## config.mk

```make
export PLATFORM = sky130hd
export DESIGN_NAME = instr_encoder
export DESIGN_NICKNAME = d
export VERILOG_FILES = /design/src/rtl/instr_encoder.sv
export SDC_FILE = /design/constraint.sdc
export NUM_CORES = 1
export LEC_CHECK = 0
export ABC_CLOCK_PERIOD_IN_PS = 2600
export BUFFER_PORTS_ARGS = -buffer_cell sky130_fd_sc_hd__buf_2
export CAP_MARGIN = 30
export CORE_ASPECT_RATIO = 0.9
export CORE_MARGIN = 1.5
export CORE_UTILIZATION = 55
export CTS_BUF_LIST = sky130_fd_sc_hd__clkbuf_4 sky130_fd_sc_hd__clkbuf_8
export CTS_CLUSTER_DIAMETER = 40
export DETAILED_ROUTE_END_ITERATION = 8
export PLACE_DENSITY = 0.78
export SETUP_SLACK_MARGIN = 0.4
export SYNTH_ARGS = -nofsm -noshare
export SYNTH_HDL_FRONTEND = slang
export SYNTH_SLANG_ARGS = --single-unit
```

## constraint.sdc

```tcl
create_clock -name clk -period 2.6 [get_ports clk]
set_input_delay 0.26 -clock clk [delete_from_list [all_inputs] [get_ports clk]]
set_output_delay 0.26 -clock clk [all_outputs]
set_load 0.005 [all_outputs]
```

## src/rtl/instr_encoder.sv

```systemverilog
// instr_encoder: assembles MIPS-I instruction words from symbolic fields
// (operation select, rs, rt, rd, imm) and queues them in a small FIFO with
// valid/ready handshakes on both sides, feeding the monocycle core's
// instruction stream or the instruction-memory load path.
//
// Optional feature macro: INSTR_ENC_JUMP_EN
//   defined     -> in_sel = 8 encodes J {6'h02, in_imm[25:0]}
//   not defined -> in_sel = 8 is treated as illegal, like 9..15
//
// Illegal selects still complete their handshake but write nothing; they set
// the sticky err_illegal flag, which only reset clears.
module instr_encoder #(
    parameter int DEPTH = 4,
    parameter int AW    = 2
) (
    input  logic          clk,
    input  logic          rst,
    input  logic          in_valid,
    output logic          in_ready,
    input  logic [3:0]    in_sel,
    input  logic [4:0]    in_rs,
    input  logic [4:0]    in_rt,
    input  logic [4:0]    in_rd,
    input  logic [25:0]   in_imm,
    output logic          out_valid,
    input  logic          out_ready,
    output logic [31:0]   out_instr,
    output logic [AW:0]   count,
    output logic          err_illegal
);

    // Operation select codes presented on in_sel
    localparam logic [3:0] SEL_ADD = 4'd0;
    localparam logic [3:0] SEL_SUB = 4'd1;
    localparam logic [3:0] SEL_AND = 4'd2;
    localparam logic [3:0] SEL_OR  = 4'd3;
    localparam logic [3:0] SEL_SLT = 4'd4;
    localparam logic [3:0] SEL_LW  = 4'd5;
    localparam logic [3:0] SEL_SW  = 4'd6;
    localparam logic [3:0] SEL_BEQ = 4'd7;
`ifdef INSTR_ENC_JUMP_EN
    localparam logic [3:0] SEL_J   = 4'd8;
`endif

    // Primary opcodes
    localparam logic [5:0] OP_RTYPE = 6'h00;
    localparam logic [5:0] OP_LW    = 6'h23;
    localparam logic [5:0] OP_SW    = 6'h2B;
    localparam logic [5:0] OP_BEQ   = 6'h04;
`ifdef INSTR_ENC_JUMP_EN
    localparam logic [5:0] OP_J     = 6'h02;
`endif

    // R-type function codes
    localparam logic [5:0] FN_ADD = 6'h20;
    localparam logic [5:0] FN_SUB = 6'h22;
    localparam logic [5:0] FN_AND = 6'h24;
    localparam logic [5:0] FN_OR  = 6'h25;
    localparam logic [5:0] FN_SLT = 6'h2A;

    localparam logic [AW:0] FULL_COUNT = (AW+1)'(DEPTH);

    logic [31:0]   mem [DEPTH];
    logic [AW-1:0] wr_ptr;
    logic [AW-1:0] rd_ptr;

    logic [31:0]   enc_word;
    logic          enc_legal;
    logic          accept;
    logic          push;
    logic          pop;

`ifndef INSTR_ENC_JUMP_EN
    // Upper immediate bits only matter for J; keep them visibly consumed.
    logic unused_imm_hi;
    assign unused_imm_hi = ^in_imm[25:16];
`endif

    // Full blocks writes outright, even if a pop happens in the same cycle.
    assign in_ready  = (count < FULL_COUNT);
    assign out_valid = (count != '0);
    assign out_instr = out_valid ? mem[rd_ptr] : 32'h0000_0000;

    assign accept = in_valid && in_ready;
    assign push   = accept && enc_legal;
    assign pop    = out_valid && out_ready;

    // Encode the current field set; anything unrecognised is flagged illegal
    always_comb begin
        enc_word  = 32'h0000_0000;
        enc_legal = 1'b1;
        case (in_sel)
            SEL_ADD: enc_word = {OP_RTYPE, in_rs, in_rt, in_rd, 5'h00, FN_ADD};
            SEL_SUB: enc_word = {OP_RTYPE, in_rs, in_rt, in_rd, 5'h00, FN_SUB};
            SEL_AND: enc_word = {OP_RTYPE, in_rs, in_rt, in_rd, 5'h00, FN_AND};
            SEL_OR:  enc_word = {OP_RTYPE, in_rs, in_rt, in_rd, 5'h00, FN_OR};
            SEL_SLT: enc_word = {OP_RTYPE, in_rs, in_rt, in_rd, 5'h00, FN_SLT};
            SEL_LW:  enc_word = {OP_LW,  in_rs, in_rt, in_imm[15:0]};
            SEL_SW:  enc_word = {OP_SW,  in_rs, in_rt, in_imm[15:0]};
            SEL_BEQ: enc_word = {OP_BEQ, in_rs, in_rt, in_imm[15:0]};
`ifdef INSTR_ENC_JUMP_EN
            SEL_J:   enc_word = {OP_J, in_imm[25:0]};
`endif
            default: enc_legal = 1'b0;
        endcase
    end

    // Storage array is not reset; out_instr is masked to zero while empty
    always_ff @(posedge clk) begin
        if (push) begin
            mem[wr_ptr] <= enc_word;
        end
    end

    // Pointers wrap naturally at DEPTH since DEPTH is a power of two
    always_ff @(posedge clk or posedge rst) begin
        if (rst) begin
            wr_ptr <= '0;
            rd_ptr <= '0;
        end else begin
            if (push) begin
                wr_ptr <= wr_ptr + 1'b1;
            end
            if (pop) begin
                rd_ptr <= rd_ptr + 1'b1;
            end
        end
    end

    // Occupancy: simultaneous push and pop leaves it unchanged
    always_ff @(posedge clk or posedge rst) begin
        if (rst) begin
            count <= '0;
        end else begin
            case ({push, pop})
                2'b10:   count <= count + 1'b1;
                2'b01:   count <= count - 1'b1;
                default: count <= count;
            endcase
        end
    end

    // Sticky illegal-select flag, cleared only by reset
    always_ff @(posedge clk or posedge rst) begin
        if (rst) begin
            err_illegal <= 1'b0;
        end else if (accept && !enc_legal) begin
            err_illegal <= 1'b1;
        end
    end

endmodule

```

==> metrics list <==
- DRC violations left: 0
* Hold Path End: err_illegal
- Global placement routability congestion: ~0.73
- Between clock sinks in the finished design, the worst skew comes to 7.495 ps.
- Cell area after synthesis: 5164 um^2
- GRT overflow: 0
- CP Capture Type: output port
- Net total in the final layout: around 440
- Setup repair after global routing missed its margin: yes
* Number of clock buffers inserted by TritonCTS: 17
- Crit Path Category: reg -> out
- Required time worst endpoint: between 2000 and 2500 ps
- Status: finished clean
- For the pin with the worst max-slew slack, the measured transition is around 600 ps.
* Floorplan row count: 33
* Via count: approximately 2800
* Number of sinks driven by the clock tree: 124
* Placed inst area: 5738 um^2
- Max-Cap Viols: 0
- Pwr per Cell Area: between 1000 and 1500 nW/um^2
* Fraction of the cycle the final worst path needs: 84.27%
- The die covers 9979 um^2.
- Post-synthesis cell type count: 31
- Arrival time of data at the critical path endpoint: 1930 ps
* Pin count of the biggest net entering global routing: 32
- Number of standard cells after synthesis: about 280
- The finished cells cover between 6000 and 7000 um^2.
* Final critical delay including setup and external delays: 2191 ps
* P_leak: 0.002323 uW
* Clock slew seen by the registers of the worst setup and hold paths: 70 ps
* Count of routing violations after the opening detailed-route iteration: 210
- The global routing stage identified its most utilized layer as met2.
- VDD IR max: 0.5409 mV
- Met3 capacity usage during global routing: 4.279%
* Critical register-to-register path startpoint: count[0]
- Final Hold Violating Endpoints: 0
* Worst hold path class: in -> reg
- HPWL Detailed: approximately 6200 um
* Final Slew Violations: 0
- GR Util met2: between 30% and 40%
- CTS H-tree lvls: 4
- The clock reaches the later pin of the worst-skew pair after 410 ps.
- Total setup violations reported at the end of the flow: 0
* Routed Antenna Nets: 0
- Core region area: slightly above 9000 um^2
- The number of cells on the worst reg-to-reg path is 8.
- Net count after synthesis: 337
- Dividing the detail-routed via count by the number of cells gives about 5.5.
* DR WL/cell: 19.39 um
- Met1 capacity usage during global routing: 25.82%
* Port buffer count: 75
* Starting density of the core: 56.59%
* Setup TNS: 0 ps
* Die height: 94.92 um
* First-pass GRT wire length: 14660 um
- HP Start: in_valid
- CTS Buffer Depth: 2
- Achievable frequency: roughly 460 MHz
* Smallest hold slack: 132.7 ps
- Of the cells placed in the final design, the portion with a size suffix greater than 1 is 40.77%.
* Clock tree root driver cell: clkbuf_8
- Setup slack on the worst flop-to-flop path: 680 ps
* Reg2reg end: count[2]
- Global-route total usage across every layer: 20.69%
- For this run, the register share of the synthesized area comes to just over 70%.
- Slew Limit Headroom: 60.53%
- Diodes inserted: 0
- After synthesis the netlist holds a flip-flop and latch count of 124.
- The worst hold path was traced through 2 stages.
- The number of antenna violations at the first check in global routing was 0.
- Startpoint types: register
* Synthesis-to-layout area growth: 21.18%
- Final core area utilization: 68.57%
* Crit path max fanout: 7
* Synthesized area divided by synthesized cell count: 18.31 um^2
- Total of warnings raised by yosys: 0
- Vias in the first global route: 2800
- TritonCTS built the clock tree.
- Measured along the x axis, the die boundary spans 105.1 um.
- The pre-antenna-repair detailed-routing pass consisted of 4 iterations.
* Power consumption: 6289 uW
- I/O pin count: 87
- Detailed-route wire length: 9928 um
-- metrics by stage --
stage | setup slack (ps) | instances
after global placement | 595.6 | 477
after CTS | 378.5 | 510
after detailed placement | 592.1 | 477
final | 409.0 | 512
after global routing | 334.9 | 512
after floorplan | 497.5 | 282
-- layer usage --
layer  wire, um  vias up
li1           -     1263
met1       4216     1435
met2       5184       89
met3        378       16
met4        149        0
met5          0        -
-- logic make-up after synthesis --
kind of cell               after synthesis  share of synthesized area, %
DFF                                    124                         71.34
and+or+nand+nor                         77                         8.481
muxes                                   35                         13.88
buffers and inverters                   25                         2.544
AOI/OAI and AO/OA                        7                        0.8966
xor gates and xnor gates                 7                         1.187
adders and majority gates                6                         1.599
other                                    1                       0.07262
-- cells in the mapped netlist --
library cell	number	share of area (%)
a21oi_1	2	0.19
a31o_2	1	0.17
and2_1	40	4.8
and3_1	1	0.12
buf_2	3	0.29
buf_4	3	0.44
buf_6	3	0.65
clkbuf_1	7	0.51
conb_1	1	0.073
dfrtp_1	8	3.9
edfxtp_1	116	67
fa_1	1	0.39
ha_1	5	1.2
inv_1	9	0.65
mux2i_1	6	1.2
mux4_1	1	0.51
mux4_2	28	12
nand2_1	3	0.22
nand2b_1	1	0.12
nand3_1	1	0.097
nor2_1	15	1.1
nor2b_1	12	1.5
nor3_1	1	0.097
nor3b_1	1	0.15
o21ai_0	2	0.19
o21ai_2	1	0.17
o22a_1	1	0.17
or3_1	1	0.12
or3b_2	1	0.17
xnor2_1	5	0.85
xor2_1	2	0.34
-- power by group --
part           leakage [uW]  total [uW]  internal, uW  switching (uW)
logic              0.000980        2210          1290             928
clock network      0.000184        1580           909             670
registers           0.00116        2500          2390             110
-- worst max-delay path: stages, from the launching register on --
cell       delay (ps)
dfrtp_4           530
clkbuf_16         210
mux4_2            490
and2_1            160
buf_2             120
-- layout make-up --
cell class / instances / area (um^2)
Multi-Input combinational cell: 133 / 1365
Clock inverter: 12 / 131.4
Inverter: 9 / 33.78
Clock buffer: 17 / 234.0
Tap cell: 122 / 152.6
Timing Repair Buffer: 95 / 653.1
Fill cell: 579 / 2868
Sequential cell: 124 / 3687
-- worst max path at each step --
stage,cells after the start,end,start
final,4,out_instr[22],rd_ptr[0]
after CTS,4,out_instr[29],rd_ptr[0]
after floorplan,2,mem[0][0],count[2]
after global placement,4,out_instr[14],rd_ptr[0]
after detailed placement,4,out_instr[14],rd_ptr[0]
after global routing,4,out_instr[14],rd_ptr[0]
-- registers in the layout (all words and copies together) (netlist names) --
register     cells
count            3
err_illegal      1
mem            116
rd_ptr           2
wr_ptr           2
-- layout by cell type (no fill, tap or decap), types with 2 or more instances in the layout --
master	count
inv_1	9
dfrtp_1	7
buf_4	12
a21oi_1	2
and2_1	32
and2_4	8
bufinv_16	3
mux2i_1	6
nor2_1	15
buf_12	4
nand2_1	3
edfxtp_1	116
buf_6	10
clkbuf_8	17
nor2b_1	12
ha_1	5
o21ai_0	2
mux4_2	29
xnor2_1	5
clkinv_1	5
xor2_1	2
clkinv_2	3
buf_2	67
-- what timing repair did --
| item | 4_1_cts | 5_1_grt |
|---|---|---|
| hold endpoints to repair | 8 | 0 |
| gates cloned | 0 | 1 |
| buffers inserted | 3 | 1 |
| gates resized for setup | 2 | 21 |
| endpoints found under the setup margin | 26 | 25 |
| hold buffers | 1 | 0 |
No activity file was read; power rests on OpenSTA's default activity.
